==> src/rtl/hc595_scan_ctrl.sv <==
// hc595_scan_ctrl: scans up to eight 7-segment digits through a pair of chained 74HC595 shift registers.
module hc595_scan_ctrl #(
  parameter int CLK_DIV        = 5,
  parameter int SCAN_HOLD      = 50000,
  parameter bit SEG_ACTIVE_LOW = 1'b0,
  parameter bit DIG_ACTIVE_LOW = 1'b1
) (
  input  logic        clk,
  input  logic        rst,
  input  logic        run,
  input  logic        load,
  input  logic [31:0] disp_data,
  input  logic [7:0]  dp_en,
  input  logic [7:0]  digit_en,
  output logic        shcp,
  output logic        stcp,
  output logic        ds,
  output logic        busy,
  output logic        frame_done
);
  typedef enum logic [2:0] {IDLE, LOAD, SHIFT_LO, SHIFT_HI, LATCH, HOLD} state_t;
  localparam logic [7:0]  DIV_M1  = 8'(CLK_DIV - 1);
  localparam logic [19:0] HOLD_M1 = 20'(SCAN_HOLD - 1);
  localparam logic [6:0]  SEG_LUT [16] = '{
    7'h3f, 7'h06, 7'h5b, 7'h4f, 7'h66, 7'h6d, 7'h7d, 7'h07,
    7'h7f, 7'h6f, 7'h77, 7'h7c, 7'h39, 7'h5e, 7'h79, 7'h71
  };
  state_t      state_q, state_d;
  logic [7:0]  div_q, div_d;
  logic [3:0]  bit_q, bit_d;
  logic [19:0] hold_q, hold_d;
  logic [2:0]  idx_q, idx_d, idx_nx;
  logic [15:0] frame_q, frame_d, frame_new;
  logic [31:0] disp_q, disp_d;
  logic [7:0]  dp_q, dp_d, den_q, den_d;
  logic        shcp_q, shcp_d, stcp_q, stcp_d, ds_q, ds_d, busy_q, busy_d, fd_q, fd_d;
  logic [3:0]  nib;
  logic        en;
  logic [7:0]  seg, sel;
  // Disabled or all-off digits produce a blank frame before polarity is applied.
  assign nib       = disp_q[{idx_q, 2'b00} +: 4];
  assign en        = den_q[idx_q];
  assign seg       = en ? {dp_q[idx_q], SEG_LUT[nib]} : 8'h00;
  assign sel       = en ? 8'b1 << idx_q : 8'h00;
  assign frame_new = {SEG_ACTIVE_LOW ? ~seg : seg, DIG_ACTIVE_LOW ? ~sel : sel};
  // Smallest forward distance wins; with no other enabled digit the index holds.
  always_comb begin
    idx_nx = idx_q;
    for (int k = 7; k >= 1; k--) if (den_q[idx_q + 3'(k)]) idx_nx = idx_q + 3'(k);
  end
  always_comb begin
    state_d = state_q;
    div_d   = div_q;
    bit_d   = bit_q;
    hold_d  = hold_q;
    idx_d   = idx_q;
    frame_d = frame_q;
    ds_d    = ds_q;
    fd_d    = 1'b0;
    disp_d  = load ? disp_data : disp_q;
    dp_d    = load ? dp_en : dp_q;
    den_d   = load ? digit_en : den_q;
    case (state_q)
      IDLE: if (run) state_d = LOAD;
      LOAD: begin
        state_d = SHIFT_LO;
        ds_d    = frame_new[15];
        frame_d = {frame_new[14:0], 1'b0};
        div_d   = '0;
        bit_d   = '0;
      end
      SHIFT_LO: begin
        div_d = div_q == DIV_M1 ? '0 : div_q + 8'd1;
        if (div_q == DIV_M1) state_d = SHIFT_HI;
      end
      SHIFT_HI: begin
        div_d = div_q == DIV_M1 ? '0 : div_q + 8'd1;
        if (div_q == DIV_M1) begin
          bit_d = bit_q + 4'd1;
          if (bit_q == 4'd15) state_d = LATCH;
          else begin
            state_d = SHIFT_LO;
            ds_d    = frame_q[15];
            frame_d = {frame_q[14:0], 1'b0};
          end
        end
      end
      LATCH: begin
        div_d = div_q == DIV_M1 ? '0 : div_q + 8'd1;
        if (div_q == DIV_M1) begin
          state_d = HOLD;
          fd_d    = 1'b1;
          idx_d   = idx_nx;
          hold_d  = '0;
        end
      end
      HOLD: begin
        hold_d = hold_q == HOLD_M1 ? '0 : hold_q + 20'd1;
        if (hold_q == HOLD_M1) state_d = run ? LOAD : IDLE;
      end
      default: state_d = IDLE;
    endcase
    shcp_d = state_d == SHIFT_HI;
    stcp_d = state_d == LATCH;
    busy_d = state_d inside {LOAD, SHIFT_LO, SHIFT_HI, LATCH};
  end
  always_ff @(posedge clk or posedge rst) begin
    if (rst) begin
      state_q <= IDLE;
      div_q   <= '0;
      bit_q   <= '0;
      hold_q  <= '0;
      idx_q   <= '0;
      frame_q <= '0;
      disp_q  <= '0;
      dp_q    <= '0;
      den_q   <= '0;
      shcp_q  <= 1'b0;
      stcp_q  <= 1'b0;
      ds_q    <= 1'b0;
      busy_q  <= 1'b0;
      fd_q    <= 1'b0;
    end else begin
      state_q <= state_d;
      div_q   <= div_d;
      bit_q   <= bit_d;
      hold_q  <= hold_d;
      idx_q   <= idx_d;
      frame_q <= frame_d;
      disp_q  <= disp_d;
      dp_q    <= dp_d;
      den_q   <= den_d;
      shcp_q  <= shcp_d;
      stcp_q  <= stcp_d;
      ds_q    <= ds_d;
      busy_q  <= busy_d;
      fd_q    <= fd_d;
    end
  end
  assign shcp       = shcp_q;
  assign stcp       = stcp_q;
  assign ds         = ds_q;
  assign busy       = busy_q;
  assign frame_done = fd_q;
endmodule
==> config.mk <==
export PLATFORM = sky130hd
export DESIGN_NAME = hc595_scan_ctrl
export DESIGN_NICKNAME = d
export VERILOG_FILES = /design/src/rtl/hc595_scan_ctrl.sv
export SDC_FILE = /design/constraint.sdc
export NUM_CORES = 1
export LEC_CHECK = 0
export CAP_MARGIN = 20
export CORE_MARGIN = 4
export CORE_UTILIZATION = 40
export DETAILED_ROUTE_END_ITERATION = 8
export GPL_ROUTABILITY_DRIVEN = 0
export PLACE_DENSITY = 0.67
export SETUP_SLACK_MARGIN = 0.15
export SLEW_MARGIN = 20
export SYNTH_ARGS = -nofsm -noshare
export SYNTH_HDL_FRONTEND = slang
export SYNTH_SLANG_ARGS = --single-unit
==> constraint.sdc <==
create_clock -name clk -period 5.2 [get_ports clk]
set_input_delay 1.04 -clock clk [delete_from_list [all_inputs] [get_ports clk]]
set_output_delay 1.04 -clock clk [all_outputs]
set_load 0.02 [all_outputs]
==> summary.txt <==
Global route
  – Number of global-route vias before repair: 4,642
  – GRT Total Usage: between 10% and 20%
  – Remaining Overflow, GRT: 0
  – Initial antenna violation count: 0
  – Global-route wire length before repair: 22,900 µm
  – Largest net degree at the start of global routing: 79

Critical path
  – Startpoint Class: flip-flop
  – Cells along the critical path: buf_4 -> clkinv_1 -> ha_1 -> mux4_2 -> mux2_2 -> nor3_1 -> o2bb2ai_1 -> a211oi_1 -> mux2_2
  – Critical path type: reg2reg
  – Worst R2R End: idx_q[1]
  – CP Capture Type: flip-flop
  – Worst EP arrival: ~4.1 ns
  – R2R Path Start: idx_q[0]
  – Reg2Reg Setup Slack: 1.33 ns
  – R2R depth: 9
  – Crit-path max FO: 28
  – Crit path required time: 5.44 ns
  – Most used cell, CP: mux2_2
  – Critical Path Start: idx_q[0]
  – CP max stage cell: ha_1
  – CP max stage delay: 0.78 ns

Synthesis
  – Syn Area/Cell: ~11 µm²
  – Post-synthesis async set-or-reset flop share: 100%
  – Synth Instances: 577
  – Net Count, Synth: about 650
  – #FFs+latches synth: 106
  – Top cells by area, synth: dfrtp_1 43%, mux2_2 10%, mux4_2 8.7%
  – Unique masters post-synth: 63
  – Mapped cell area: 6190 µm²
  – Synth area leader: dfrtp_1
  – Post-synth top area share: 42.8%
  – Ys Warns: 0
  – Post-synth EDFFs: 0
  – Seq/Total Area, Yosys: 42.8%
  – Most used DFF post-synth: dfrtp_1

Floorplanning
  – Io pins: 57
  – Full die area: 17,500 µm²
  – Die X: 132 µm
  – Die H: 132 µm
  – Initial core utilization: between 40 and 50%
  – FP Rows: between 40 and 50
  – Core Footprint: between 15,000 and 20,000 µm²

Clock tree
  – Clock slew seen by the registers of the worst setup and hold paths: 0.07 ns
  – Clock Tree Root: clkbuf_16
  – CTS buffer count: 9
  – Clk_lat worst skew: about 0.35 ns
  – Hold Buf Count CTS: 0
  – Clock Sinks: 106
  – Post-CTS setup buffer count: 0
  – TritonCTS clock tree: done
  – H-tree depth: 3
  – Cts repair resizes: 0
  – Clock Tree Buf Depth: 2

STA
  – Final period utilization: 74.4%
  – Min cycle time layout: about 3.9 ns
  – Hold Worst Slack: 0.478 ns
  – Finish-stage setup viols: 0
  – Setup TNS: 0 ns
  – RSZ-0062 raised after global routing: no
  – Final hold violations: 0
  – Tightest Pin Transition: between 1 and 1.5 ns
  – Rel. slew slack: between 30% and 40%
  – Fin. max-slew vios: 0
  – Fmax: 258 MHz
  – Fin Clk Skew: around 0.0069 ns

Cells and area
  – Layout area overhead: 16.3%
  – Ant diodes: 0
  – Layout cells sized above 1: 19.1%
  – Final #Nets: 681

Power
  – Sw Share: 23.5%
  – Int Power: between 0.001 and 0.0015 W
  – Clock power share: between 40% and 50%
  – Pwr Density: 261 nW/µm²
  – Sequential power share: 47.9%
  – Peak supply drop: 0.000140 V
  – Static leakage: 3.01 nW
  – Net switching power: 0.000442 W
  – Logic pwr share: a little under an eighth

Drt
  – Total wire length: around 13,000 µm
  – Drt pass-1 iters: 5
  – Antenna Violating Nets Remaining: 0
  – Vias per cell: 5.69
  – Vias: between 4k and 5k
  – # DRC: 0
  – 1st-iter DRT viols: 313
  – Per-cell routed wire length: ~17 µm

Place
  – Hpwl dp: 9210 µm
  – Port Buffers: 56

Hold path
  – Hold_sp: frame_q[1]
  – Worst hold path class: reg2reg
  – Min-Delay Endpoint: frame_q[1]
  – Hold Path Stages: 2

Flow run
  – Max-Cap Viols: 0

Outcome
  – Status: finished, final reports clean
[critical path: cells and delay by family, from the launching register on]
family	cells	cell delay [ns]
multiplexers	3	1.19
buffers and inverters	2	0.81
adder cells (fa/ha/maj)	1	0.78
AND/OR/NAND/NOR	1	0.39
flip-flops	1	0.32
AO/OA/AOI/OAI	2	0.23
[cell usage in the layout, fill, tap and decap left out, drive strengths merged, types with 7 or more instances in the layout]
master | synthesis | routed
ha | 16 | 16
mux4 | 24 | 24
nand3 | 12 | 12
nor2b | 9 | 9
nor2 | 42 | 42
o31ai | 7 | 7
clkdlybuf4s50 | 0 | 55
a21oi | 27 | 27
mux2 | 57 | 57
mux2i | 22 | 22
nor3 | 9 | 9
inv | 16 | 17
a211oi | 7 | 7
dfrtp | 106 | 106
o21ai | 36 | 36
clkbuf | 23 | 11
xor2 | 8 | 8
o22ai | 8 | 8
nand2 | 54 | 54
[final cells by class]
| type | count | area, µm² |
|---|---|---|
| fill | 1399 | 8000 |
| inverter | 18 | 72.6 |
| timing repair buffer | 61 | 593 |
| multi-input combinational | 417 | 3310 |
| clock inverter | 5 | 85.1 |
| clock buffer | 11 | 253 |
| sequential | 106 | 2650 |
| tap | 188 | 235 |
[routing by layer]
metal	share of wire [%]	vias to the layer above	track usage [%]
met2	48	107	24.8
met4	2.1	0	6.52
met3	3.8	23	2.85
met5	0	-	0
met1	46	2269	21.3
li1	-	2191	-
[worst max-delay path by stage]
stage	slack [ns]	cells past startpoint	to
2_1_floorplan	1.37	1	bit_q[0]
3_3_place_gp	1.48	9	idx_q[1]
3_5_place_dp	1.34	9	idx_q[1]
4_1_cts	1.35	9	idx_q[1]
5_1_grt	0.94	9	idx_q[1]
6_report	1.33	9	idx_q[1]
[per-stage QoR]
stage / utilization [%] / std cells / worst slack [ns] / power [W] / area (µm²)
floorplan: - / 577 / 1.37 / 0.00105 / 6190
global placement: 45.1 / 790 / 1.48 / 0.00112 / 6860
detailed placement: 45.1 / 790 / 1.34 / 0.00113 / 6860
CTS: 47.4 / 806 / 1.35 / 0.00190 / 7200
global route: 47.4 / 806 / 0.939 / 0.00196 / 7200
finish: 47.4 / 806 / 1.33 / 0.00188 / 7200
[cell families (layout without fill, tap and decap cells)]
group / count (synthesis) / after routing / share of synthesized area [%]
multiplexers: 103 / 103 / 22.8
buffers and inverters: 54 / 95 / 3.72
adder cells (fa/ha/maj): 17 / 17 / 3.39
AND/OR/NAND/NOR: 163 / 163 / 12.9
AO/OA/AOI/OAI: 121 / 121 / 12.5
flip-flops: 106 / 106 / 42.8
XOR/XNOR: 13 / 13 / 1.84
[power by group through the flow]
stage / logic (W) / registers, W / clock network [W]
floorplan: 0.000157 / 0.000893 / 0
finish: 0.000215 / 0.000901 / 0.000765
detailed placement: 0.000214 / 0.000915 / 0
global route: 0.000237 / 0.000906 / 0.000818
global placement: 0.000207 / 0.000913 / 0
CTS: 0.000216 / 0.000900 / 0.000786
[synthesized netlist by cell type (3+ instances only)]
cell and instances:
o31ai_1 7, mux2i_1 20, dfrtp_1 106, buf_2 7
a31oi_1 3, a21oi_1 26, or3_1 3, nor2_1 42
clkbuf_1 23, xnor2_1 5, nand3_1 12, inv_1 15
nor2b_1 9, a32oi_1 3, xor2_1 8, o211ai_1 4
ha_1 16, nand2b_1 4, a211oi_1 7, buf_1 3
and3_1 6, a21o_1 3, nor4_1 3, o21ai_0 34
nand4_1 6, mux2_2 57, a22oi_1 3, and2_1 5
mux4_2 24, nor3_1 9, nand2_1 53, o22ai_1 8
a221oi_1 5
[registers in the layout, indices dropped and copies added (netlist names), 3 cells and up]
| signal | count |
|---|---|
| bit_q | 4 |
| den_q | 8 |
| disp_q | 32 |
| div_q | 8 |
| dp_q | 8 |
| frame_q | 15 |
| hold_q | 20 |
| idx_q | 3 |
| state_q | 3 |
Power figures use the tool's default switching activity.
